`config.mk`:
```
export PLATFORM = sky130hd
export DESIGN_NAME = rom_sequencer_flat
export DESIGN_NICKNAME = d
export VERILOG_FILES = /design/src/rtl/rom_sequencer_if.sv /design/src/rtl/rom_sequencer.sv /design/src/flat_wrapper.sv
export SDC_FILE = /design/constraint.sdc
export NUM_CORES = 1
export LEC_CHECK = 0
export CORE_ASPECT_RATIO = 0.8
export CORE_UTILIZATION = 48
export CTS_CLUSTER_DIAMETER = 200
export DETAILED_ROUTE_END_ITERATION = 8
export GPL_ROUTABILITY_DRIVEN = 0
export PLACE_DENSITY = 0.78
export SLEW_MARGIN = 10
export SYNTH_ARGS = -nofsm -noshare
export SYNTH_HDL_FRONTEND = slang
export SYNTH_SLANG_ARGS = --single-unit
export TNS_END_PERCENT = 20
```
`constraint.sdc`:
```
create_clock -name clock -period 2.2 [get_ports clock]
set_clock_uncertainty 0.1 [all_clocks]
set_input_delay 0.55 -clock clock [delete_from_list [all_inputs] [get_ports clock]]
set_output_delay 0.55 -clock clock [all_outputs]
set_load 0.05 [all_outputs]
```
`src/rtl/rom_sequencer_if.sv`:
```
// Bus bundle for rom_sequencer: random-read port plus playback control/status.
// The master drives requests, and the slave (the sequencer) drives data and status.
interface rom_sequencer_if #(
    parameter int DATA_WIDTH = 8,
    parameter int ADDR_WIDTH = 3
);
    logic                  rd_en;
    logic [ADDR_WIDTH-1:0] rd_addr;
    logic [DATA_WIDTH-1:0] rd_data;
    logic                  rd_valid;
    logic                  start;
    logic [ADDR_WIDTH:0]   length;
    logic                  abort;
    logic [DATA_WIDTH-1:0] play_data;
    logic                  play_valid;
    logic                  busy;
    logic                  done;

    modport master (
        output rd_en, rd_addr, start, length, abort,
        input  rd_data, rd_valid, play_data, play_valid, busy, done
    );

    modport slave (
        input  rd_en, rd_addr, start, length, abort,
        output rd_data, rd_valid, play_data, play_valid, busy, done
    );
endinterface

```
`src/rtl/rom_sequencer.sv`:
```
// Constant-content ROM with a registered random-read port and an independent
// playback engine that streams rom[0..len-1], holding each word STEP_CYCLES clocks.
module rom_sequencer #(
    parameter int DATA_WIDTH  = 8,
    parameter int ADDR_WIDTH  = 3,
    parameter int MODE        = 0,
    parameter int STEP_CYCLES = 1
) (
    input  logic           clock,
    input  logic           reset,
    rom_sequencer_if.slave bus
);
    localparam int DEPTH = 2 ** ADDR_WIDTH;
    localparam int CNT_W = (STEP_CYCLES > 1) ? $clog2(STEP_CYCLES) : 1;
    localparam logic [CNT_W-1:0]    CNT_LOAD  = CNT_W'(STEP_CYCLES - 1);
    localparam logic [ADDR_WIDTH:0] DEPTH_LEN = (ADDR_WIDTH + 1)'(DEPTH);

    typedef enum logic {IDLE, PLAY} state_t;

    logic [DATA_WIDTH-1:0] rom [DEPTH];

    genvar gi, gb;
    generate
        for (gi = 0; gi < DEPTH; gi++) begin : g_word
            localparam int K = gi % DATA_WIDTH;
            logic [DATA_WIDTH-1:0] word;
            for (gb = 0; gb < DATA_WIDTH; gb++) begin : g_bit
                if (MODE == 0) begin : g_onehot
                    assign word[gb] = (gb == K);
                end else if (MODE == 1) begin : g_therm
                    assign word[gb] = (gb <= K);
                end else begin : g_index
                    assign word[gb] = (((gi >> gb) & 1) != 0);
                end
            end
            assign rom[gi] = word;
        end
    endgenerate

    // Random-read port: fully independent of the playback FSM.
    logic [DATA_WIDTH-1:0] rd_data_reg;
    logic                  rd_valid_reg;

    always_ff @(posedge clock or negedge reset) begin
        if (!reset) begin
            rd_data_reg  <= '0;
            rd_valid_reg <= 1'b0;
        end else begin
            rd_valid_reg <= bus.rd_en;
            if (bus.rd_en) begin
                rd_data_reg <= rom[bus.rd_addr];
            end
        end
    end

    state_t                state_reg, state_next;
    logic [ADDR_WIDTH:0]   len_reg, len_next;
    logic [ADDR_WIDTH-1:0] index_reg, index_next;
    logic [CNT_W-1:0]      counter_reg, counter_next;
    logic [DATA_WIDTH-1:0] play_data_reg, play_data_next;
    logic                  play_valid_reg, play_valid_next;
    logic                  done_reg, done_next;
    logic [ADDR_WIDTH-1:0] index_inc;

    assign index_inc = index_reg + ADDR_WIDTH'(1);

    always_comb begin
        state_next      = state_reg;
        len_next        = len_reg;
        index_next      = index_reg;
        counter_next    = counter_reg;
        play_data_next  = play_data_reg;
        play_valid_next = 1'b0;
        done_next       = 1'b0;
        case (state_reg)
            IDLE: begin
                // abort alongside start suppresses the request entirely
                if (bus.start && !bus.abort) begin
                    if (bus.length == '0) begin
                        done_next = 1'b1;
                    end else begin
                        len_next        = (bus.length > DEPTH_LEN) ? DEPTH_LEN : bus.length;
                        index_next      = '0;
                        play_data_next  = rom[0];
                        play_valid_next = 1'b1;
                        counter_next    = CNT_LOAD;
                        state_next      = PLAY;
                    end
                end
            end
            PLAY: begin
                if (bus.abort) begin
                    state_next = IDLE;
                end else if (counter_reg != '0) begin
                    counter_next = counter_reg - CNT_W'(1);
                end else if ({1'b0, index_reg} != len_reg - (ADDR_WIDTH + 1)'(1)) begin
                    index_next      = index_inc;
                    play_data_next  = rom[index_inc];
                    play_valid_next = 1'b1;
                    counter_next    = CNT_LOAD;
                end else begin
                    done_next  = 1'b1;
                    state_next = IDLE;
                end
            end
            default: state_next = IDLE;
        endcase
    end

    always_ff @(posedge clock or negedge reset) begin
        if (!reset) begin
            state_reg      <= IDLE;
            len_reg        <= '0;
            index_reg      <= '0;
            counter_reg    <= '0;
            play_data_reg  <= '0;
            play_valid_reg <= 1'b0;
            done_reg       <= 1'b0;
        end else begin
            state_reg      <= state_next;
            len_reg        <= len_next;
            index_reg      <= index_next;
            counter_reg    <= counter_next;
            play_data_reg  <= play_data_next;
            play_valid_reg <= play_valid_next;
            done_reg       <= done_next;
        end
    end

    assign bus.rd_data    = rd_data_reg;
    assign bus.rd_valid   = rd_valid_reg;
    assign bus.play_data  = play_data_reg;
    assign bus.play_valid = play_valid_reg;
    assign bus.busy       = (state_reg == PLAY);
    assign bus.done       = done_reg;
endmodule

```
`src/flat_wrapper.sv`:
```
// flat-port wrapper written by rule: the top's interface ports become plain ports
module rom_sequencer_flat 
#(
    parameter int DATA_WIDTH  = 8,
    parameter int ADDR_WIDTH  = 3,
    parameter int MODE        = 0,
    parameter int STEP_CYCLES = 1
)
  (clock, reset, bus_rd_en, bus_rd_addr, bus_start, bus_length, bus_abort, bus_rd_data, bus_rd_valid, bus_play_data, bus_play_valid, bus_busy, bus_done);
  rom_sequencer_if #(.DATA_WIDTH(DATA_WIDTH), .ADDR_WIDTH(ADDR_WIDTH)) bus_i ();
  input  logic clock;
  input  logic reset;
  input wire logic [$bits(bus_i.rd_en)-1:0] bus_rd_en;
  input wire logic [$bits(bus_i.rd_addr)-1:0] bus_rd_addr;
  input wire logic [$bits(bus_i.start)-1:0] bus_start;
  input wire logic [$bits(bus_i.length)-1:0] bus_length;
  input wire logic [$bits(bus_i.abort)-1:0] bus_abort;
  output wire logic [$bits(bus_i.rd_data)-1:0] bus_rd_data;
  output wire logic [$bits(bus_i.rd_valid)-1:0] bus_rd_valid;
  output wire logic [$bits(bus_i.play_data)-1:0] bus_play_data;
  output wire logic [$bits(bus_i.play_valid)-1:0] bus_play_valid;
  output wire logic [$bits(bus_i.busy)-1:0] bus_busy;
  output wire logic [$bits(bus_i.done)-1:0] bus_done;
  assign bus_i.rd_en = bus_rd_en;
  assign bus_i.rd_addr = bus_rd_addr;
  assign bus_i.start = bus_start;
  assign bus_i.length = bus_length;
  assign bus_i.abort = bus_abort;
  assign bus_rd_data = bus_i.rd_data;
  assign bus_rd_valid = bus_i.rd_valid;
  assign bus_play_data = bus_i.play_data;
  assign bus_play_valid = bus_i.play_valid;
  assign bus_busy = bus_i.busy;
  assign bus_done = bus_i.done;
  rom_sequencer #(.DATA_WIDTH(DATA_WIDTH), .ADDR_WIDTH(ADDR_WIDTH), .MODE(MODE), .STEP_CYCLES(STEP_CYCLES)) u_core (.clock(clock), .reset(reset), .bus(bus_i));
endmodule
```
-- Word-level counts from Yosys, hierarchy flattened
Memory sizes are Yosys's and may differ from the RTL's. A register that Yosys moved wholly into a read port is not among the register bits.
Cells that the tools add are included.
- memories: 2
- bits in registers: 20
- word-level logic and storage cells: 67
- bits in latches: 0
- bits in writable memories: 0
- ROM bits: 128
- equal/unequal tests: 6
- divide/modulo/power cells: 0
- shift operators: 0
- multiplexer cells: 35
- add/sub/neg operators: 3
- multipliers: 0
- reduce and logical (&&, ||, !) cells: 7
- bitwise logic cells: 4
- magnitude comparators: 2
- memories (memory ; depth ; bits a word ; rd ports ; clocked after Yosys merged registers in ; write ports ; RTL line ; RTL):
    (name not given) ; 8 ; 8 ; 1 ; 1 ; 0 ; rom_sequencer.sv:51 ; rd_data_reg <= rom[bus.rd_addr];
    (name not given) ; 8 ; 8 ; 1 ; 0 ; 0 ; rom_sequencer.sv:98 ; play_data_next = rom[index_inc];
- operator list (kind ; number):
    $mux 8 ; 7
    $mux 1 ; 16
    $pmux 8 s2 ; 1
    $mux 3 ; 5
    $ne 2x2->1 const B ; 4
    $not 3->4 ; 2
    $pmux 1 s2 ; 4
    $pmux 3 s2 ; 1
    $reduce_and 3->1 ; 2
    $reduce_and 5->1 ; 1
    $ge 4x4->1 const B ; 1
    $gt 4x4->1 const B ; 1
    $logic_not 4->1 ; 1
    $mux 4 ; 1
    $ne 3x4->1 ; 1
    $sub 4x1->4 const B ; 1
    $add 3x1->3 const B ; 1
    $logic_not 1->1 ; 2
    $ne 2x1->1 const B ; 1
    $not 1->1 ; 2
    $logic_and 1x1->1 ; 1
    $sub 1x1->1 const B ; 1

-- Depth between registers and ports, before layout
- depth in word-level cells: 9
- mapped depth: 7
- gate-level depth less buffers: 6

-- Worst setup path before layout
No wires, ideal clock.
- kind: reg2reg
- start point: reg, netlist name u_core.bus.play_valid
- end point: reg u_core.index_reg[1]
- buffers on the path: 1
- slack: 0.314 ns
- required time: 1.975 ns
- cell stages (with the launch flop): 6
- period minus slack after synthesis: 1.886 ns
- arrival: 1.661 ns
- path through: dfrtp_1 clkbuf_1 nor3b_2 and2_4 nor2_1 mux2_2
- RTL lines (item ; RTL line ; RTL):
    end signal, assigned ; rom_sequencer.sv:122 ; index_reg <= index_next;
    end, declared ; rom_sequencer.sv:58 ; logic [ADDR_WIDTH-1:0] index_reg, index_next;

-- Final worst setup path
- start point: reg u_core.play_data_reg[3] (netlist: u_core.bus.play_data[3])
- end point: out bus_play_data[3]
- RTL lines (item ; RTL line ; RTL):
    start, declared ; rom_sequencer.sv:60 ; logic [DATA_WIDTH-1:0] play_data_reg, play_data_next;
    start signal, assigned ; rom_sequencer.sv:124 ; play_data_reg <= play_data_next;
    end, declared ; flat_wrapper.sv:20 ; output wire logic [$bits(bus_i.play_data)-1:0] bus_play_data;
No word-level cell between the ends.

==> flow_summary.html <==
<table>
<tr><th>Metric</th><th>Value</th></tr>
<tr><th colspan="2">Status</th></tr>
<tr><td>Result of the run</td><td>finished, final reports clean</td></tr>
<tr><th colspan="2">Clock tree</th></tr>
<tr><td>Postcts setup bufs</td><td>0</td></tr>
<tr><td>Insertion delay of the later-clocked pin in the worst-skew pair</td><td>330 ps</td></tr>
<tr><td>CTS H-Tree Depth</td><td>1</td></tr>
<tr><td>Number of hold buffers added after cts</td><td>0</td></tr>
<tr><td>Number of clock sinks seen by CTS</td><td>26</td></tr>
<tr><td>Clk Tree Root Cell</td><td>sky130_fd_sc_hd__clkbuf_4</td></tr>
<tr><td>Clk slew on worst S/H paths</td><td>150 ps</td></tr>
<tr><td>Clock tree from TritonCTS</td><td>yes</td></tr>
<tr><td>CTS Buffer Depth</td><td>2</td></tr>
<tr><td>Number of buffers created by CTS</td><td>3</td></tr>
<tr><th colspan="2">Global routing</th></tr>
<tr><td>Via count of the first global-routing pass</td><td>approximately 1000</td></tr>
<tr><td>Overflow after GRT</td><td>0</td></tr>
<tr><td>Antenna violations before repair</td><td>0</td></tr>
<tr><td>Maximum number of pins on one net before global-route repair</td><td>27</td></tr>
<tr><td>Global Route Usage Sum</td><td>0.2104</td></tr>
<tr><td>Global-route wire length before repair</td><td>4.574 mm</td></tr>
<tr><th colspan="2">Final layout</th></tr>
<tr><td>Area grow syn2layout</td><td>35.51%</td></tr>
<tr><td>Diodes inserted</td><td>0</td></tr>
<tr><td>Area used by sequential logic in the layout</td><td>between 600 and 700 sq um</td></tr>
<tr><td>Number of cells in the finished layout apart from fillers</td><td>197</td></tr>
<tr><td>Fin nets</td><td>180</td></tr>
<tr><td>Fraction of final layout cells with drive strength greater than 1</td><td>0.1615</td></tr>
<tr><td>Final Util</td><td>0.7040</td></tr>
<tr><td>Multi-input gate area</td><td>approximately 570 sq um</td></tr>
<tr><td>Layout filler cell count</td><td>186</td></tr>
<tr><th colspan="2">Worst setup path</th></tr>
<tr><td>Worst path max stage delay</td><td>roughly 800 ps</td></tr>
<tr><td>Worst path cell trace</td><td>clkdlybuf4s50_1</td></tr>
<tr><td>Cell with the largest stage delay on the worst path</td><td>sky130_fd_sc_hd__clkdlybuf4s50_1</td></tr>
<tr><td>Slack of the worst reg-to-reg path</td><td>130 ps</td></tr>
<tr><td>CP delay by family, top</td><td>buffers and inverters</td></tr>
<tr><td>Critical path launch point type</td><td>flip-flop</td></tr>
<tr><td>Path type of the worst setup path</td><td>reg -&gt; out</td></tr>
<tr><td>CP Data Required Time</td><td>1550 ps</td></tr>
<tr><td>Critical Path Sink Type</td><td>primary output</td></tr>
<tr><td>Worst path bufs/invs</td><td>1</td></tr>
<tr><td>Arrival time at the worst endpoint</td><td>1490 ps</td></tr>
<tr><td>Worst-path fanout max</td><td>2</td></tr>
<tr><th colspan="2">Synthesis</th></tr>
<tr><td>Most area-consuming cells after synthesis</td><td>sky130_fd_sc_hd__dfrtp_1, sky130_fd_sc_hd__mux2i_1, sky130_fd_sc_hd__ha_1, sky130_fd_sc_hd__inv_1, sky130_fd_sc_hd__nand2_1</td></tr>
<tr><td>Share of the yosys chip area belonging to registers</td><td>0.5005</td></tr>
<tr><td>Net count after synthesis</td><td>between 100 and 150</td></tr>
<tr><td>Number of enable flip-flop cells after synthesis</td><td>0</td></tr>
<tr><td>Async set-or-reset flop fraction in the synthesized netlist</td><td>1.000</td></tr>
<tr><td>Post-Syn Area per Cell</td><td>10.66 sq um</td></tr>
<tr><td>Top-area cell type share of the netlist area</td><td>0.5005</td></tr>
<tr><td>Cell with the most instances after synthesis</td><td>sky130_fd_sc_hd__dfrtp_1</td></tr>
<tr><td>Synthesized instance count</td><td>122</td></tr>
<tr><td>Post-Syn Area</td><td>0.001300 sq mm</td></tr>
<tr><td>Count of distinct cell types in the synthesized netlist</td><td>30</td></tr>
<tr><td>Most used flip-flop cell after synthesis</td><td>sky130_fd_sc_hd__dfrtp_1</td></tr>
<tr><td>Dominant cell type by area after synthesis</td><td>sky130_fd_sc_hd__dfrtp_1</td></tr>
<tr><td>Yosys reg bits</td><td>26</td></tr>
<tr><td>Top cell types by occurrence after synthesis</td><td>sky130_fd_sc_hd__dfrtp_1, sky130_fd_sc_hd__inv_1, sky130_fd_sc_hd__nand2_1</td></tr>
<tr><td>Synth Warn #</td><td>0</td></tr>
<tr><th colspan="2">Timing</th></tr>
<tr><td>Relative slew slack</td><td>0.6448</td></tr>
<tr><td>Minimum period implied by the final worst setup slack</td><td>2140 ps</td></tr>
<tr><td>Fin. max-slew vios</td><td>0</td></tr>
<tr><td>Share of the clock period used by the worst path</td><td>0.9725</td></tr>
<tr><td>Unrepaired setup endpoints after global routing</td><td>no</td></tr>
<tr><td>Number of setup violations in the final report</td><td>0</td></tr>
<tr><td>Count of final hold-check violations</td><td>0</td></tr>
<tr><td>Fmax</td><td>467.4 MHz</td></tr>
<tr><td>Transition time at the pin with the least slew margin</td><td>531.9 ps</td></tr>
<tr><th colspan="2">Floorplan</th></tr>
<tr><td>Core outline area</td><td>0.002502 sq mm</td></tr>
<tr><td>Die ar.</td><td>0.002922 sq mm</td></tr>
<tr><td>Die Span X</td><td>60.19 microns</td></tr>
<tr><td>Initial standard-cell utilization of the core</td><td>0.5195</td></tr>
<tr><td>Die extent in y</td><td>48.55 microns</td></tr>
<tr><td>Number of placement rows</td><td>16</td></tr>
<tr><td>Total I/O pin count</td><td>32</td></tr>
<tr><th colspan="2">Routing</th></tr>
<tr><td>Number of antenna-violating nets in the routed design</td><td>0</td></tr>
<tr><td>Starting DRT DRC Count</td><td>30</td></tr>
<tr><td>Via-per-instance ratio</td><td>5.157</td></tr>
<tr><td>Routed len/inst</td><td>14.05 microns</td></tr>
<tr><td>Count of unresolved DRC violations after routing</td><td>0</td></tr>
<tr><td>Final wirelength</td><td>roughly 2.8 mm</td></tr>
<tr><td>Total via count after detailed routing</td><td>1016</td></tr>
<tr><td>DRT Pass-1 Iters</td><td>4</td></tr>
<tr><th colspan="2">Place</th></tr>
<tr><td>Half-perimeter wire length of the detailed placement result</td><td>2.107 mm</td></tr>
<tr><td>Number of buffer cells added on primary ports</td><td>31</td></tr>
<tr><td>Placed Cells</td><td>193</td></tr>
<tr><th colspan="2">Job</th></tr>
<tr><td>Number of violations of the max-capacitance limit</td><td>0</td></tr>
<tr><th colspan="2">Power and ir drop</th></tr>
<tr><td>Highest ir drop seen on vdd</td><td>0.0006317 V</td></tr>
<tr><td>Power density over the cells</td><td>~960 mW/mm^2</td></tr>
<tr><td>Static leakage</td><td>0.9681 nW</td></tr>
<tr><th colspan="2">Hold path</th></tr>
<tr><td>Type of the tightest min-delay check</td><td>reg -&gt; reg</td></tr>
</table>
power breakdown:
| group | switching, mW | internal [mW] | leakage [nW] | total [mW] |
|---|---|---|---|---|
| logic | 0.415 | 0.289 | 0.594 | 0.704 |
| registers | 0.0999 | 0.559 | 0.346 | 0.659 |
| clock network | 0.143 | 0.184 | 0.0279 | 0.327 |
per-stage QoR:
| step | worst slack (ps) | hold slack (ps) | area [sq um] | setup TNS (ps) | total power [mW] |
|---|---|---|---|---|---|
| 2_1_floorplan | 314.0 | 154.4 | 1300 | 0 | 1.155 |
| 5_1_grt | 2.269 | 457.3 | 1762 | 0 | 1.792 |
| 3_5_place_dp | -126.3 | 416.5 | 1690 | -311.0 | 1.360 |
| 4_1_cts | 18.86 | 439.3 | 1740 | 0 | 1.692 |
| 6_report | 60.45 | 433.6 | 1762 | 0 | 1.690 |
| 3_3_place_gp | -79.60 | 395.7 | 1690 | -128.2 | 1.342 |
path summary, 6_finish.rpt:
kind,startpoint,end,cells after the start
min in group asynchronous,reset,u_core.bus.rd_data[7],2
setup / recovery,u_core.bus.play_data[3],bus_play_data[3],1
hold reg to reg,u_core.bus.rd_data[6],u_core.bus.rd_data[6],2
max in group asynchronous,reset,u_core.bus.play_data[3],2
setup reg to reg,u_core.len_reg[0],u_core.bus.play_data[7],7
hold / removal,u_core.bus.rd_data[6],u_core.bus.rd_data[6],2
metal layers:
layer,GRT usage,vias up,wire length (microns)
li1,-,490,-
met4,0.05426,0,32
met5,0,-,0
met3,0.06150,6,122
met1,0.2684,501,1284
met2,0.3443,19,1327
placed cells by master (no fill, tap or decap), drive strengths merged, types with 2 or more instances in the layout:
master	netlist	routed
clkdlybuf4s50	0	15
inv	14	14
nor2	3	3
nand2b	5	5
dfrtp	26	26
a21o	2	2
o22ai	6	6
dlymetal6s2s	0	7
dlygate4sd2	0	2
nand3	10	10
mux2i	9	9
xor2	4	4
nand2	14	14
buf	3	16
clkbuf	2	3
o32ai	2	2
o21ai	2	2
nor2b	2	2
ha	6	6
what timing repair did:
item | in CTS | in global routing
setup endpoints to repair | 2 | 13
resized for setup | 2 | 8
cloned | 0 | 0
cell families (layout without fill, tap and decap cells):
group                      count (synthesis)  after routing  share of synthesized area
muxes                                     10             10                    0.07796
DFF                                       26             26                     0.5005
adders and majority gates                  6              6                    0.05775
and+or+nand+nor                           38             38                     0.1501
buffers and inverters                     19             58                    0.06159
xor gates and xnor gates                   6              6                    0.05101
AOI/OAI and AO/OA                         17             17                     0.1011
worst reg2reg max path: cells and delay by family (launching register included):
family	cells	cell delay, ps
DFF	1	400
buffers and inverters	2	290
AOI/OAI and AO/OA	1	250
xor gates and xnor gates	1	360
and+or+nand+nor	1	170
muxes	1	220
adders and majority gates	1	200
final cells by class:
cell class | instances | share of cell area
Clock inverter | 1 | 0.01705
Clock buffer | 3 | 0.01278
Tap cell | 36 | 0.02557
Sequential cell | 26 | 0.3693
Multi-Input combinational cell | 77 | 0.3253
Inverter | 14 | 0.02983
Timing Repair Buffer | 40 | 0.2202
Note: power is estimated with default switching activity, not from simulation.
